**config.mk**
```make
export PLATFORM = sky130hd
export DESIGN_NAME = div_share_ctrl
export DESIGN_NICKNAME = d
export VERILOG_FILES = /design/src/rtl/div_share_pkg.sv /design/src/rtl/div_share_rr_arbiter.sv /design/src/rtl/div_share_ctrl.sv
export SDC_FILE = /design/constraint.sdc
export NUM_CORES = 1
export LEC_CHECK = 0
export ABC_CLOCK_PERIOD_IN_PS = 2600
export BUFFER_PORTS_ARGS = -buffer_cell sky130_fd_sc_hd__buf_2
export CORE_ASPECT_RATIO = 0.8
export CORE_MARGIN = 3
export CORE_UTILIZATION = 43
export CTS_CLUSTER_DIAMETER = 50
export CTS_CLUSTER_SIZE = 10
export DETAILED_ROUTE_END_ITERATION = 8
export PLACE_DENSITY = 0.85
export SLEW_MARGIN = 20
export SYNTH_ARGS = -nofsm -noshare
export SYNTH_HDL_FRONTEND = slang
export SYNTH_HIERARCHICAL = 1
export SYNTH_SLANG_ARGS = --single-unit
```
**constraint.sdc**
```tcl
create_clock -name clk -period 2.6 [get_ports clk]
set_input_delay 0.13 -clock clk [delete_from_list [all_inputs] [get_ports clk]]
set_output_delay 0.13 -clock clk [all_outputs]
set_load 0.03 [all_outputs]
```
**src/rtl/div_share_pkg.sv**
```systemverilog
// Shared types for the divider-sharing controller.
// Holds the FSM state encoding, the requester-id width helper and the
// result record returned on the response channel. The result record is
// sized by the package widths; the top-level parameters default to them.
package div_share_pkg;

    typedef enum logic [1:0] {
        IDLE  = 2'd0,
        ISSUE = 2'd1,
        WAIT  = 2'd2,
        RESP  = 2'd3
    } state_e;

    localparam int unsigned DIV_WIDTH = 8;
    localparam int unsigned DIV_NREQ  = 4;

    // Index width for n requesters; never narrower than one bit.
    function automatic int unsigned id_width(input int unsigned n);
        return (n < 2) ? 1 : $clog2(n);
    endfunction

    localparam int unsigned DIV_ID_W = id_width(DIV_NREQ);

    typedef struct packed {
        logic [DIV_ID_W-1:0]  id;
        logic [DIV_WIDTH-1:0] quotient;
        logic [DIV_WIDTH-1:0] remainder;
        logic                 err;
    } result_t;

endpackage

```
**src/rtl/div_share_rr_arbiter.sv**
```systemverilog
// Round-robin arbiter: searches the request vector starting at the pointer
// and returns the first set requester as a one-hot grant plus its index.
// Ports:
//   i_req   - request vector
//   i_ptr   - index of highest-priority requester this cycle
//   o_grant - one-hot grant (zero when no request)
//   o_idx   - encoded index of the granted requester
//   o_any   - at least one request present
module rr_arbiter
    import div_share_pkg::*;
#(
    parameter int unsigned N = 4
) (
    input  logic [N-1:0]           i_req,
    input  logic [id_width(N)-1:0] i_ptr,
    output logic [N-1:0]           o_grant,
    output logic [id_width(N)-1:0] o_idx,
    output logic                   o_any
);

    localparam int unsigned IW = id_width(N);

    logic [IW-1:0] w_j;

    // Rotating priority scan; first hit from the pointer wins.
    always_comb begin
        o_grant = '0;
        o_idx   = '0;
        o_any   = 1'b0;
        w_j     = '0;
        for (int unsigned k = 0; k < N; k++) begin
            w_j = IW'((32'(i_ptr) + k) % N);
            if (!o_any && i_req[w_j]) begin
                o_grant[w_j] = 1'b1;
                o_idx        = w_j;
                o_any        = 1'b1;
            end
        end
    end

endmodule

```
**src/rtl/div_share_ctrl.sv**
```systemverilog
// Shares one iterative unsigned divider core among NREQ requesters.
// One operation in flight: arbitrate (IDLE), pulse go (ISSUE), wait for
// done (WAIT), present the tagged result until accepted (RESP).
// Optional feature macro: DIV_ZERO_TRAP_EN -- a zero divisor bypasses the
// core and returns quotient all-ones, remainder = dividend, err = 1.
// Ports:
//   clk, reset                 - clock, asynchronous active-high reset
//   req_valid/left/right/ready - per-requester request channel (packed slots)
//   resp_valid/ready/id/quotient/remainder/err - response channel
//   div_go/left/right          - start pulse and operands to the core
//   div_quotient/remainder/done- results and completion from the core
//   ops_done                   - completed-response counter (wraps)
module div_share_ctrl
    import div_share_pkg::*;
#(
    parameter int unsigned WIDTH = DIV_WIDTH,
    parameter int unsigned NREQ  = DIV_NREQ
) (
    input  logic                     clk,
    input  logic                     reset,
    input  logic [NREQ-1:0]          req_valid,
    input  logic [NREQ*WIDTH-1:0]    req_left,
    input  logic [NREQ*WIDTH-1:0]    req_right,
    output logic [NREQ-1:0]          req_ready,
    output logic                     resp_valid,
    input  logic                     resp_ready,
    output logic [id_width(NREQ)-1:0] resp_id,
    output logic [WIDTH-1:0]         resp_quotient,
    output logic [WIDTH-1:0]         resp_remainder,
    output logic                     resp_err,
    output logic                     div_go,
    output logic [WIDTH-1:0]         div_left,
    output logic [WIDTH-1:0]         div_right,
    input  logic [WIDTH-1:0]         div_quotient,
    input  logic [WIDTH-1:0]         div_remainder,
    input  logic                     div_done,
    output logic [15:0]              ops_done
);

    localparam int unsigned ID_W = id_width(NREQ);

    state_e           r_state;
    state_e           w_state_nxt;
    logic [ID_W-1:0]  r_ptr;
    logic [ID_W-1:0]  r_id;
    logic [WIDTH-1:0] r_left;
    logic [WIDTH-1:0] r_right;
    result_t          r_res;
    logic             r_div_go;
    logic             r_resp_valid;
    logic [15:0]      r_ops_done;

    logic [NREQ-1:0]  w_grant;
    logic [ID_W-1:0]  w_idx;
    logic             w_any;
    logic [WIDTH-1:0] w_win_left;
    logic [WIDTH-1:0] w_win_right;
    logic             w_take;
    logic             w_trap;
    logic             w_capture;
    logic             w_resp_hs;

    rr_arbiter #(.N(NREQ)) u_arb (
        .i_req   (req_valid),
        .i_ptr   (r_ptr),
        .o_grant (w_grant),
        .o_idx   (w_idx),
        .o_any   (w_any)
    );

    assign w_win_left  = req_left[w_idx*WIDTH +: WIDTH];
    assign w_win_right = req_right[w_idx*WIDTH +: WIDTH];

    // Accept is only offered while idle, to the arbiter winner alone.
    assign req_ready = (r_state == IDLE) ? w_grant : '0;

    // State register.
    always_ff @(posedge clk or posedge reset) begin
        if (reset) begin
            r_state <= IDLE;
        end else begin
            r_state <= w_state_nxt;
        end
    end

    // Next-state and transfer strobes.
    always_comb begin
        w_state_nxt = r_state;
        w_take      = 1'b0;
        w_trap      = 1'b0;
        w_capture   = 1'b0;
        w_resp_hs   = 1'b0;
        case (r_state)
            IDLE: begin
                if (w_any) begin
                    w_take      = 1'b1;
                    w_state_nxt = ISSUE;
`ifdef DIV_ZERO_TRAP_EN
                    if (w_win_right == '0) begin
                        w_trap      = 1'b1;
                        w_state_nxt = RESP;
                    end
`endif
                end
            end
            ISSUE: begin
                w_state_nxt = WAIT;
            end
            WAIT: begin
                if (div_done) begin
                    w_capture   = 1'b1;
                    w_state_nxt = RESP;
                end
            end
            RESP: begin
                if (resp_ready) begin
                    w_resp_hs   = 1'b1;
                    w_state_nxt = IDLE;
                end
            end
            default: begin
                w_state_nxt = IDLE;
            end
        endcase
    end

    // Operand latches, result record, pointer and registered strobes.
    always_ff @(posedge clk or posedge reset) begin
        if (reset) begin
            r_ptr        <= '0;
            r_id         <= '0;
            r_left       <= '0;
            r_right      <= '0;
            r_res        <= '0;
            r_div_go     <= 1'b0;
            r_resp_valid <= 1'b0;
            r_ops_done   <= '0;
        end else begin
            if (w_take) begin
                r_id    <= w_idx;
                r_left  <= w_win_left;
                r_right <= w_win_right;
                r_ptr   <= (32'(w_idx) == NREQ - 1) ? '0 : ID_W'(32'(w_idx) + 1);
            end
            if (w_trap) begin
                r_res.id        <= DIV_ID_W'(w_idx);
                r_res.quotient  <= '1;
                r_res.remainder <= DIV_WIDTH'(w_win_left);
                r_res.err       <= 1'b1;
            end
            if (w_capture) begin
                r_res.id        <= DIV_ID_W'(r_id);
                r_res.quotient  <= DIV_WIDTH'(div_quotient);
                r_res.remainder <= DIV_WIDTH'(div_remainder);
                r_res.err       <= 1'b0;
            end
            // Go exists only for the single ISSUE cycle.
            r_div_go     <= (w_state_nxt == ISSUE);
            r_resp_valid <= (w_state_nxt == RESP);
            if (w_resp_hs) begin
                r_ops_done <= r_ops_done + 16'd1;
            end
        end
    end

    assign div_go         = r_div_go;
    assign div_left       = r_left;
    assign div_right      = r_right;
    assign resp_valid     = r_resp_valid;
    assign resp_id        = ID_W'(r_res.id);
    assign resp_quotient  = WIDTH'(r_res.quotient);
    assign resp_remainder = WIDTH'(r_res.remainder);
    assign resp_err       = r_res.err;
    assign ops_done       = r_ops_done;

endmodule

```
==> impl_metrics.env, run 1 <==
export IMPL_yosys_warnings=6
export IMPL_timing_hold_violations_final=0
export IMPL_maxSlewHeadroom_pct=53.23
export IMPL_cp_slowest_stage_delay_ns=0.61
export IMPL_criticalPathCategory="reg -> reg"
export IMPL_finish_instance_area_mm2=0.004382
export IMPL_place_gp_congestion=0.8083
export IMPL_worst_setup_path_end_kind="flip-flop"
export IMPL_cts_root_to_sink_buffers=2
export IMPL_io_pin_count=145
export IMPL_wl_per_cell_um=15.35
export IMPL_combined_global_route_utilization_of_all_metal_layers_pct=18.35
export IMPL_final_core_util_pct=62.36
export IMPL_finish_net_count=527
export IMPL_area_delta_synth_final_pct=37.87
export IMPL_grt_ovfl_total=0
export IMPL_synthCells=265
export IMPL_worstSetupStartpointType="flip-flop"
export IMPL_power_density_cell_area_mw_per_mm2=1325
export IMPL_clock_tree_from_tritoncts="yes"
export IMPL_fp_dieArea_mm2=0.008465
export IMPL_status="finished clean"
export IMPL_hold_worst_slack_ns=0.03745
export IMPL_final_cell_count_no_fill=524
export IMPL_clock_skew_after_layout_ns=0.009908
export IMPL_worst_setup_hold_path_clk_slew_ns=0.07
export IMPL_avgSynthCellArea_um2=11.99
export IMPL_dpl_instance_area_mm2=0.004048
export IMPL_num_antenna_cells=0
export IMPL_power_leakage_nw=2.249
export IMPL_yosysSeqAreaShare_pct=45.67
export IMPL_postSynthRegisterBits=58
export IMPL_timing_critical_path_slowest_stage_cell="sky130_fd_sc_hd__mux4_2"
export IMPL_syn_num_nets=360
export IMPL_path_cells="buf_4 > mux4_2 > o31ai_4 > buf_12 > mux4_1 > nand2_1 > nand2_1"
export IMPL_finalSetupViolCount=0
export IMPL_hpwl_um=6132
export IMPL_htree_levels=3
export IMPL_grt_pass1_wl_um=12250
export IMPL_rsz0062_at_grt="true"
export IMPL_max_slew_worst_pin_slew_ns=0.7005
export IMPL_layout_worst_path_cycle_share_pct=99.94
export IMPL_cap_violations=0
export IMPL_final_layout_size_suffix_gt1_share_pct=54.69
export IMPL_cts_sinks=58
export IMPL_routed_via_density=5.126
export IMPL_placeableCoreArea_mm2=0.007027
export IMPL_tritoncts_buffer_count=9
export IMPL_post_place_cells=496
export IMPL_cpMostUsedCell="sky130_fd_sc_hd__nand2_1"
export IMPL_cts_root_buffer="sky130_fd_sc_hd__clkbuf_8"
export IMPL_detail_route_antenna_nets=0
export IMPL_detail_route_wirelength_um=8046
export IMPL_detail_route_first_pass_iterations=4
export IMPL_required_ns=2.82
export IMPL_vdd_ir_drop_worst_v=0.0005913
export IMPL_cp_arrival_ns=2.82
export IMPL_grt_start_max_net_pins=35
export IMPL_drc=0
export IMPL_final_slew_violations=0
export IMPL_fp_dieH_um=82.90
export IMPL_number_of_global_route_vias_before_repair=2705
export IMPL_setup_tns_ns=0
export IMPL_min_path_type="in -> reg"
export IMPL_drtIter0Drc=120
export IMPL_num_vias=2686
export IMPL_num_rows=27
export IMPL_syn_area_mm2=0.003178
export IMPL_die_width_um=102.1
export IMPL_count_of_distinct_cell_types_in_the_synthesized_netlist=35
export IMPL_max_freq_mhz=384.8
export IMPL_buffer_ports_inserted=143
export IMPL_grt_antenna_before_repair=0
export IMPL_initial_utilization_pct=45.23
export IMPL_post_route_min_period_ns=2.598
export IMPL_worstPathMaxFanout=6
export IMPL_regToRegSetupSlack_ns=0.002
export IMPL_insertion_delay_ns=0.32
-- final cells by class --
type	count	area, µm²
Multi-Input combinational cell	185	1615
Clock buffer	10	127.6
Clock inverter	6	33.78
Timing Repair Buffer	171	1011
Sequential cell	58	1454
Fill cell	578	2645
Inverter	7	31.28
Tap cell	87	108.9
-- worst paths after layout --
path / startpoint / to / cells after the start
max: r_ptr[0]$_DFFE_PP0P_ / div_right[0]$_DFFE_PP0P_ / 7
min: div_remainder[0] / resp_remainder[0]$_DFFE_PP0P_ / 2
max reg2reg: r_ptr[0]$_DFFE_PP0P_ / div_right[0]$_DFFE_PP0P_ / 7
min reg2reg: r_id[0]$_DFFE_PP0P_ / r_id[0]$_DFFE_PP0P_ / 2
max in group asynchronous: reset / resp_remainder[2]$_DFFE_PP0P_ / 4
min in group asynchronous: reset / resp_quotient[5]$_DFFE_PP0P_ / 3
-- critical path, delay by kind of cell (launching register included) --
family	cells	cell delay (ns)
buf+inv	2	0.31
simple gates	2	0.15
mux	2	1.17
compound gates	1	0.42
flops	1	0.45
-- kinds of logic (layout without fill, tap and decap cells) --
group	count (synthesis)	after routing	synth area share (%)
simple gates	101	101	14.92
xor+xnor	15	15	4.134
flops	58	58	45.67
buf+inv	22	194	4.094
compound gates	18	18	3.976
fa+ha+maj	7	7	2.756
mux	43	43	24.33
other cells	1	1	0.1180
-- where the power goes --
group / leakage, nW / total, mW / switching, mW / internal, mW
Sequential: 0.720 / 1.50 / 0.235 / 1.26
Combinational: 1.44 / 3.63 / 1.90 / 1.73
Clock: 0.0896 / 0.677 / 0.339 / 0.338
-- cell usage after synthesis, drive strengths merged --
master  instances  area share, %
a32o            1           0.31
a22oi           8            1.9
ha              7            2.8
nand2          63            7.4
mux4           20             16
nor3            1           0.16
mux2i           3           0.94
nor2b           1           0.20
o31ai           2           0.47
mux2           20            7.1
xnor2          14            3.9
buf            12            2.9
clkbuf          3           0.35
conb            1           0.12
and4            1           0.28
and3            4           0.79
o221ai          1           0.28
o211ai          1           0.24
dfrtp          58             46
nor2            8           0.94
or2             1           0.20
inv             7           0.83
nand2b          2           0.39
nand3b          1           0.35
nand4           6            1.2
xor2            1           0.28
nor4            1           0.20
nor4b           1           0.75
nand3           5           0.79
and2            5           0.98
o21ai           5           0.79
and2b           1           0.28
-- state kept, by name (all words and copies together), names as in the netlist --
| register | count |
|---|---|
| div_go | 1 |
| div_left | 8 |
| div_right | 8 |
| ops_done | 16 |
| r_id | 2 |
| r_ptr | 2 |
| r_state | 2 |
| resp_id | 2 |
| resp_quotient | 8 |
| resp_remainder | 8 |
| resp_valid | 1 |
-- cells in the final DEF (no fill, tap or decap), types with 3 or more instances in the layout --
master                     netlist  layout
sky130_fd_sc_hd__xnor2_1        14      14
sky130_fd_sc_hd__o21ai_1         0       4
sky130_fd_sc_hd__buf_6           4       8
sky130_fd_sc_hd__nor2_1          8       7
sky130_fd_sc_hd__and2_1          5       3
sky130_fd_sc_hd__nand3_1         5       5
sky130_fd_sc_hd__clkbuf_8        0       9
sky130_fd_sc_hd__dfrtp_1        58      56
sky130_fd_sc_hd__mux4_2          2      14
sky130_fd_sc_hd__nand4_1         6       6
sky130_fd_sc_hd__and3_1          4       4
sky130_fd_sc_hd__mux2_2         20      20
sky130_fd_sc_hd__clkinv_2        0       5
sky130_fd_sc_hd__buf_2           5     139
sky130_fd_sc_hd__inv_1           7       4
sky130_fd_sc_hd__a22oi_1         8       7
sky130_fd_sc_hd__mux2i_1         3       3
sky130_fd_sc_hd__buf_4           3      20
sky130_fd_sc_hd__ha_1            7       6
sky130_fd_sc_hd__mux4_1         18       6
sky130_fd_sc_hd__nand2_1        63      63
-- metal layers --
layer	global-route usage (%)	wire, µm	vias up
met5	0	0	-
met4	6.198	153	0
met3	6.045	650	17
met2	32.21	4170	124
met1	20.66	3072	1270
li1	-	-	1275
-- metrics by stage --
step | power (mW) | setup WS (ns)
after CTS | 5.507 | 0.001133
final | 5.805 | 0.001541
after global routing | 6.201 | -0.1357
after floorplan | 3.938 | -0.1529
after detailed placement | 4.789 | -0.07820
after global placement | 4.674 | 0.05262
-- timing repair --
item | in CTS | in global routing
endpoints found under the setup margin | 21 | 21
gates cloned | 0 | 1
hold endpoints to repair | 33 | 0
buffers inserted | 1 | 9
hold buffers | 1 | 0
pin swaps | 0 | 4
resized for setup | 4 | 30
Power figures use the tool's default switching activity.
==> run 2, diff against run 1 <==
- ABC_AREA: not set -> 1
- CORE_UTILIZATION: 43 -> 44
- SETUP_SLACK_MARGIN: not set -> 0.1
==> run 2 against run 1 <==
Against the previous run: final area up 5.1%; critical path type is now reg -> out; hold slack better by 0.0015 ns; largest cell class unchanged; sequential share of layout area down 1.7 points; global-route usage up 3.2 points; synthesized cell count up 83%; largest power group unchanged; setup slack better by 0.30 ns.
==> impl_metrics.env, run 2 <==
export IMPL_required_ns=2.47
export IMPL_insertion_delay_ns=0.34
export IMPL_tritoncts_buffer_count=9
export IMPL_die_width_um=105.2
export IMPL_grt_antenna_before_repair=0
export IMPL_holdCritStartpoint="div_remainder[1]"
export IMPL_worstSetupStartpointType="flip-flop"
export IMPL_syn_area_mm2=0.003466
export IMPL_async_reset_ff_share_pct=100.0
export IMPL_min_delay_path_depth=3
export IMPL_synth_edff_count=0
export IMPL_timing_critical_path_slowest_stage_cell="sky130_fd_sc_hd__dfrtp_1"
export IMPL_post_synth_top_area_cell="sky130_fd_sc_hd__dfrtp_1"
export IMPL_cts_sinks=58
export IMPL_timing_hold_violations_final=0
export IMPL_yosysSeqAreaShare_pct=41.88
export IMPL_dominantRegCellSynth="sky130_fd_sc_hd__dfrtp_1"
export IMPL_post_synth_most_frequent_cells="sky130_fd_sc_hd__nand2_1, sky130_fd_sc_hd__nor2_1, sky130_fd_sc_hd__dfrtp_1"
export IMPL_path_cells="inv_1 > ha_4 > inv_1 > nand2_1 > nand2_2 > nor2_4 > buf_4 > nand4_1 > nand3_1 > inv_1 > nor2_1 > clkbuf_4"
export IMPL_rr_endpoint="div_left[1]$_DFFE_PP0P_"
export IMPL_final_cell_count_no_fill=747
export IMPL_top_delay_family_on_crit_path="simple AND/OR/NAND/NOR gates"
export IMPL_max_slew_worst_pin_slew_ns=0.7577
export IMPL_worstPathMaxFanout=5
export IMPL_buffer_ports_inserted=143
export IMPL_layout_worst_path_cycle_share_pct=88.36
export IMPL_cts_root_to_sink_buffers=2
export IMPL_layout_commonest_cell="sky130_fd_sc_hd__nand2_1"
export IMPL_hpwl_um=7238
export IMPL_grt_pass1_wl_um=15760
export IMPL_avgSynthCellArea_um2=7.161
export IMPL_cp_slowest_stage_delay_ns=0.34
export IMPL_post_route_min_period_ns=2.297
export IMPL_synth_top_area_share_pct=41.88
export IMPL_cap_violations=0
export IMPL_num_antenna_cells=0
export IMPL_drtIter0Drc=202
export IMPL_synthCells=484
export IMPL_postSynthRegisterBits=58
export IMPL_holdPathEnd="resp_remainder[1]$_DFFE_PP0P_"
export IMPL_count_of_distinct_cell_types_in_the_synthesized_netlist=27
export IMPL_dpl_instance_area_mm2=0.004289
export IMPL_layout_common_cells="sky130_fd_sc_hd__nand2_1, sky130_fd_sc_hd__buf_2, sky130_fd_sc_hd__nor2_1"
export IMPL_critPathBufInv=5
export IMPL_worst_setup_hold_path_clk_slew_ns=0.07
export IMPL_criticalPathCategory="reg -> out"
export IMPL_timing_final_ws_setup_ns=0.3026
export IMPL_max_freq_mhz=435.3
export IMPL_placement_setup_worst_slack_ns=0.2614
export IMPL_clock_tree_from_tritoncts="yes"
export IMPL_grt_ovfl_total=0
export IMPL_finalSetupViolCount=0
export IMPL_setup_tns_ns=0
export IMPL_final_slew_violations=0
export IMPL_worst_setup_path_end_kind="output port"
export IMPL_htree_levels=3
export IMPL_place_gp_congestion=0.8761
export IMPL_status="finished clean"
export IMPL_detail_route_first_pass_iterations=5
export IMPL_detail_route_wirelength_um=9567
export IMPL_dominant_cell_by_count_in_the_synthesized_netlist="sky130_fd_sc_hd__nand2_1"
export IMPL_cts_root_buffer="sky130_fd_sc_hd__clkbuf_8"
export IMPL_power_density_cell_area_mw_per_mm2=1458
export IMPL_io_pin_count=145
export IMPL_finish_instance_area_mm2=0.004606
export IMPL_regToRegSetupSlack_ns=0.38
export IMPL_cp_arrival_ns=2.17
export IMPL_yosys_warnings=6
export IMPL_rr_startpoint="r_ptr[0]$_DFFE_PP0P_"
export IMPL_initial_utilization_pct=46.01
export IMPL_num_vias=3601
export IMPL_fp_dieH_um=85.38
export IMPL_number_of_global_route_vias_before_repair=3412
export IMPL_post_place_cells=726
export IMPL_min_path_type="in -> reg"
export IMPL_num_rows=28
export IMPL_clock_skew_after_layout_ns=0.009567
export IMPL_largest_register_ffs=16
export IMPL_final_layout_size_suffix_gt1_share_pct=31.62
export IMPL_power_leakage_nw=2.568
export IMPL_cpMostUsedCell="sky130_fd_sc_hd__inv_1"
export IMPL_detail_route_antenna_nets=0
export IMPL_fp_dieArea_mm2=0.008984
export IMPL_routed_via_density=4.821
export IMPL_rr_worst_depth=14
export IMPL_combined_global_route_utilization_of_all_metal_layers_pct=21.50
export IMPL_wl_per_cell_um=12.81
export IMPL_drc=0
export IMPL_maxSlewHeadroom_pct=49.41
export IMPL_rsz0062_at_grt="false"
export IMPL_finish_net_count=732
export IMPL_area_delta_synth_final_pct=32.89
export IMPL_grt_start_max_net_pins=37
export IMPL_placeableCoreArea_mm2=0.007532
export IMPL_syn_num_nets=579
export IMPL_vdd_ir_drop_worst_v=0.0007372
export IMPL_synthTopCellsByArea="sky130_fd_sc_hd__dfrtp_1, sky130_fd_sc_hd__nand2_1, sky130_fd_sc_hd__nor2_1, sky130_fd_sc_hd__o21ai_0, sky130_fd_sc_hd__inv_1"
export IMPL_hold_worst_slack_ns=0.03899
==> run 2: cell count changes in the layout (fill, tap and decap cells not counted), moves of 17 or more <==
| cell | before | now |
|---|---|---|
| sky130_fd_sc_hd__o21ai_1 | 4 | 21 |
| sky130_fd_sc_hd__nand2_1 | 63 | 146 |
| sky130_fd_sc_hd__nor2_1 | 7 | 69 |
| sky130_fd_sc_hd__mux2_2 | 20 | 0 |
| sky130_fd_sc_hd__inv_1 | 4 | 44 |
| sky130_fd_sc_hd__o21ai_0 | 0 | 34 |
==> run 2: layout make-up <==
type	count	area [µm²]
clock inverters	7	117.6
inverters	49	186.4
flip-flops and latches	58	1451
clock buffers	9	123.9
multi-input cells	359	1735
well taps	105	131.4
fillers	720	2927
repair buffers	160	859.6
==> run 2: power by group <==
part           leakage [nW]  internal [mW]  switching [mW]
clock network         0.111          0.634           0.368
logic                  1.73           1.40            2.82
registers             0.731           1.26           0.228
==> run 2: worst max path at each step <==
stage                     slack (ns)                  from  depth (start not counted)                       end
after floorplan                 0.20  r_ptr[0]$_DFFE_PP0P_                         15   div_left[2]$_DFFE_PP0P_
after global placement          0.32  r_ptr[0]$_DFFE_PP0P_                         15  div_right[1]$_DFFE_PP0P_
after detailed placement        0.26  r_ptr[1]$_DFFE_PP0P_                         13   div_left[6]$_DFFE_PP0P_
after CTS                       0.24  r_ptr[1]$_DFFE_PP0P_                         15  div_right[1]$_DFFE_PP0P_
after global routing            0.11  r_ptr[0]$_DFFE_PP0P_                         14   div_left[6]$_DFFE_PP0P_
final                           0.30  r_ptr[1]$_DFFE_PP0P_                         12              req_ready[2]
==> run 2: layer usage <==
metal / GRT usage [%] / vias to the layer above / routed length (µm) / share of wire, %
li1: - / 1827 / - / -
met1: 28.36 / 1597 / 4208 / 44
met2: 35.07 / 166 / 4437 / 46
met3: 5.475 / 11 / 814 / 8.5
met4: 6.436 / 0 / 108 / 1.1
met5: 0 / - / 0 / 0
==> run 2: through the flow <==
stage | power (mW) | util (%)
finish | 6.717 | 61.15
global route | 7.315 | 61.15
CTS | 6.542 | 60.28
detailed placement | 5.513 | 56.94
global placement | 5.381 | 56.94
floorplan | 4.531 | -
==> run 2: cells by family after synthesis <==
group / count (synthesis) / synth area share (%)
other: 1 / 0.1082
AND/OR/NAND/NOR: 268 / 33.61
XOR/XNOR: 8 / 2.021
flip-flops: 58 / 41.88
adder cells (fa/ha/maj): 7 / 2.527
buffers and inverters: 68 / 8.808
AO/OA/AOI/OAI: 74 / 11.05
==> run 2: repair_timing <==
action	in CTS	in global routing
setup buffers	0	3
gates resized for setup	0	10
hold endpoints to repair	34	0
hold buffers	1	0
endpoints found under the setup margin	0	19
==> run 2: tightest hold or removal path, cell delays in order <==
cell	delay, ns
sky130_fd_sc_hd__buf_2	0.10
sky130_fd_sc_hd__inv_1	0.04
sky130_fd_sc_hd__o21ai_1	0.06
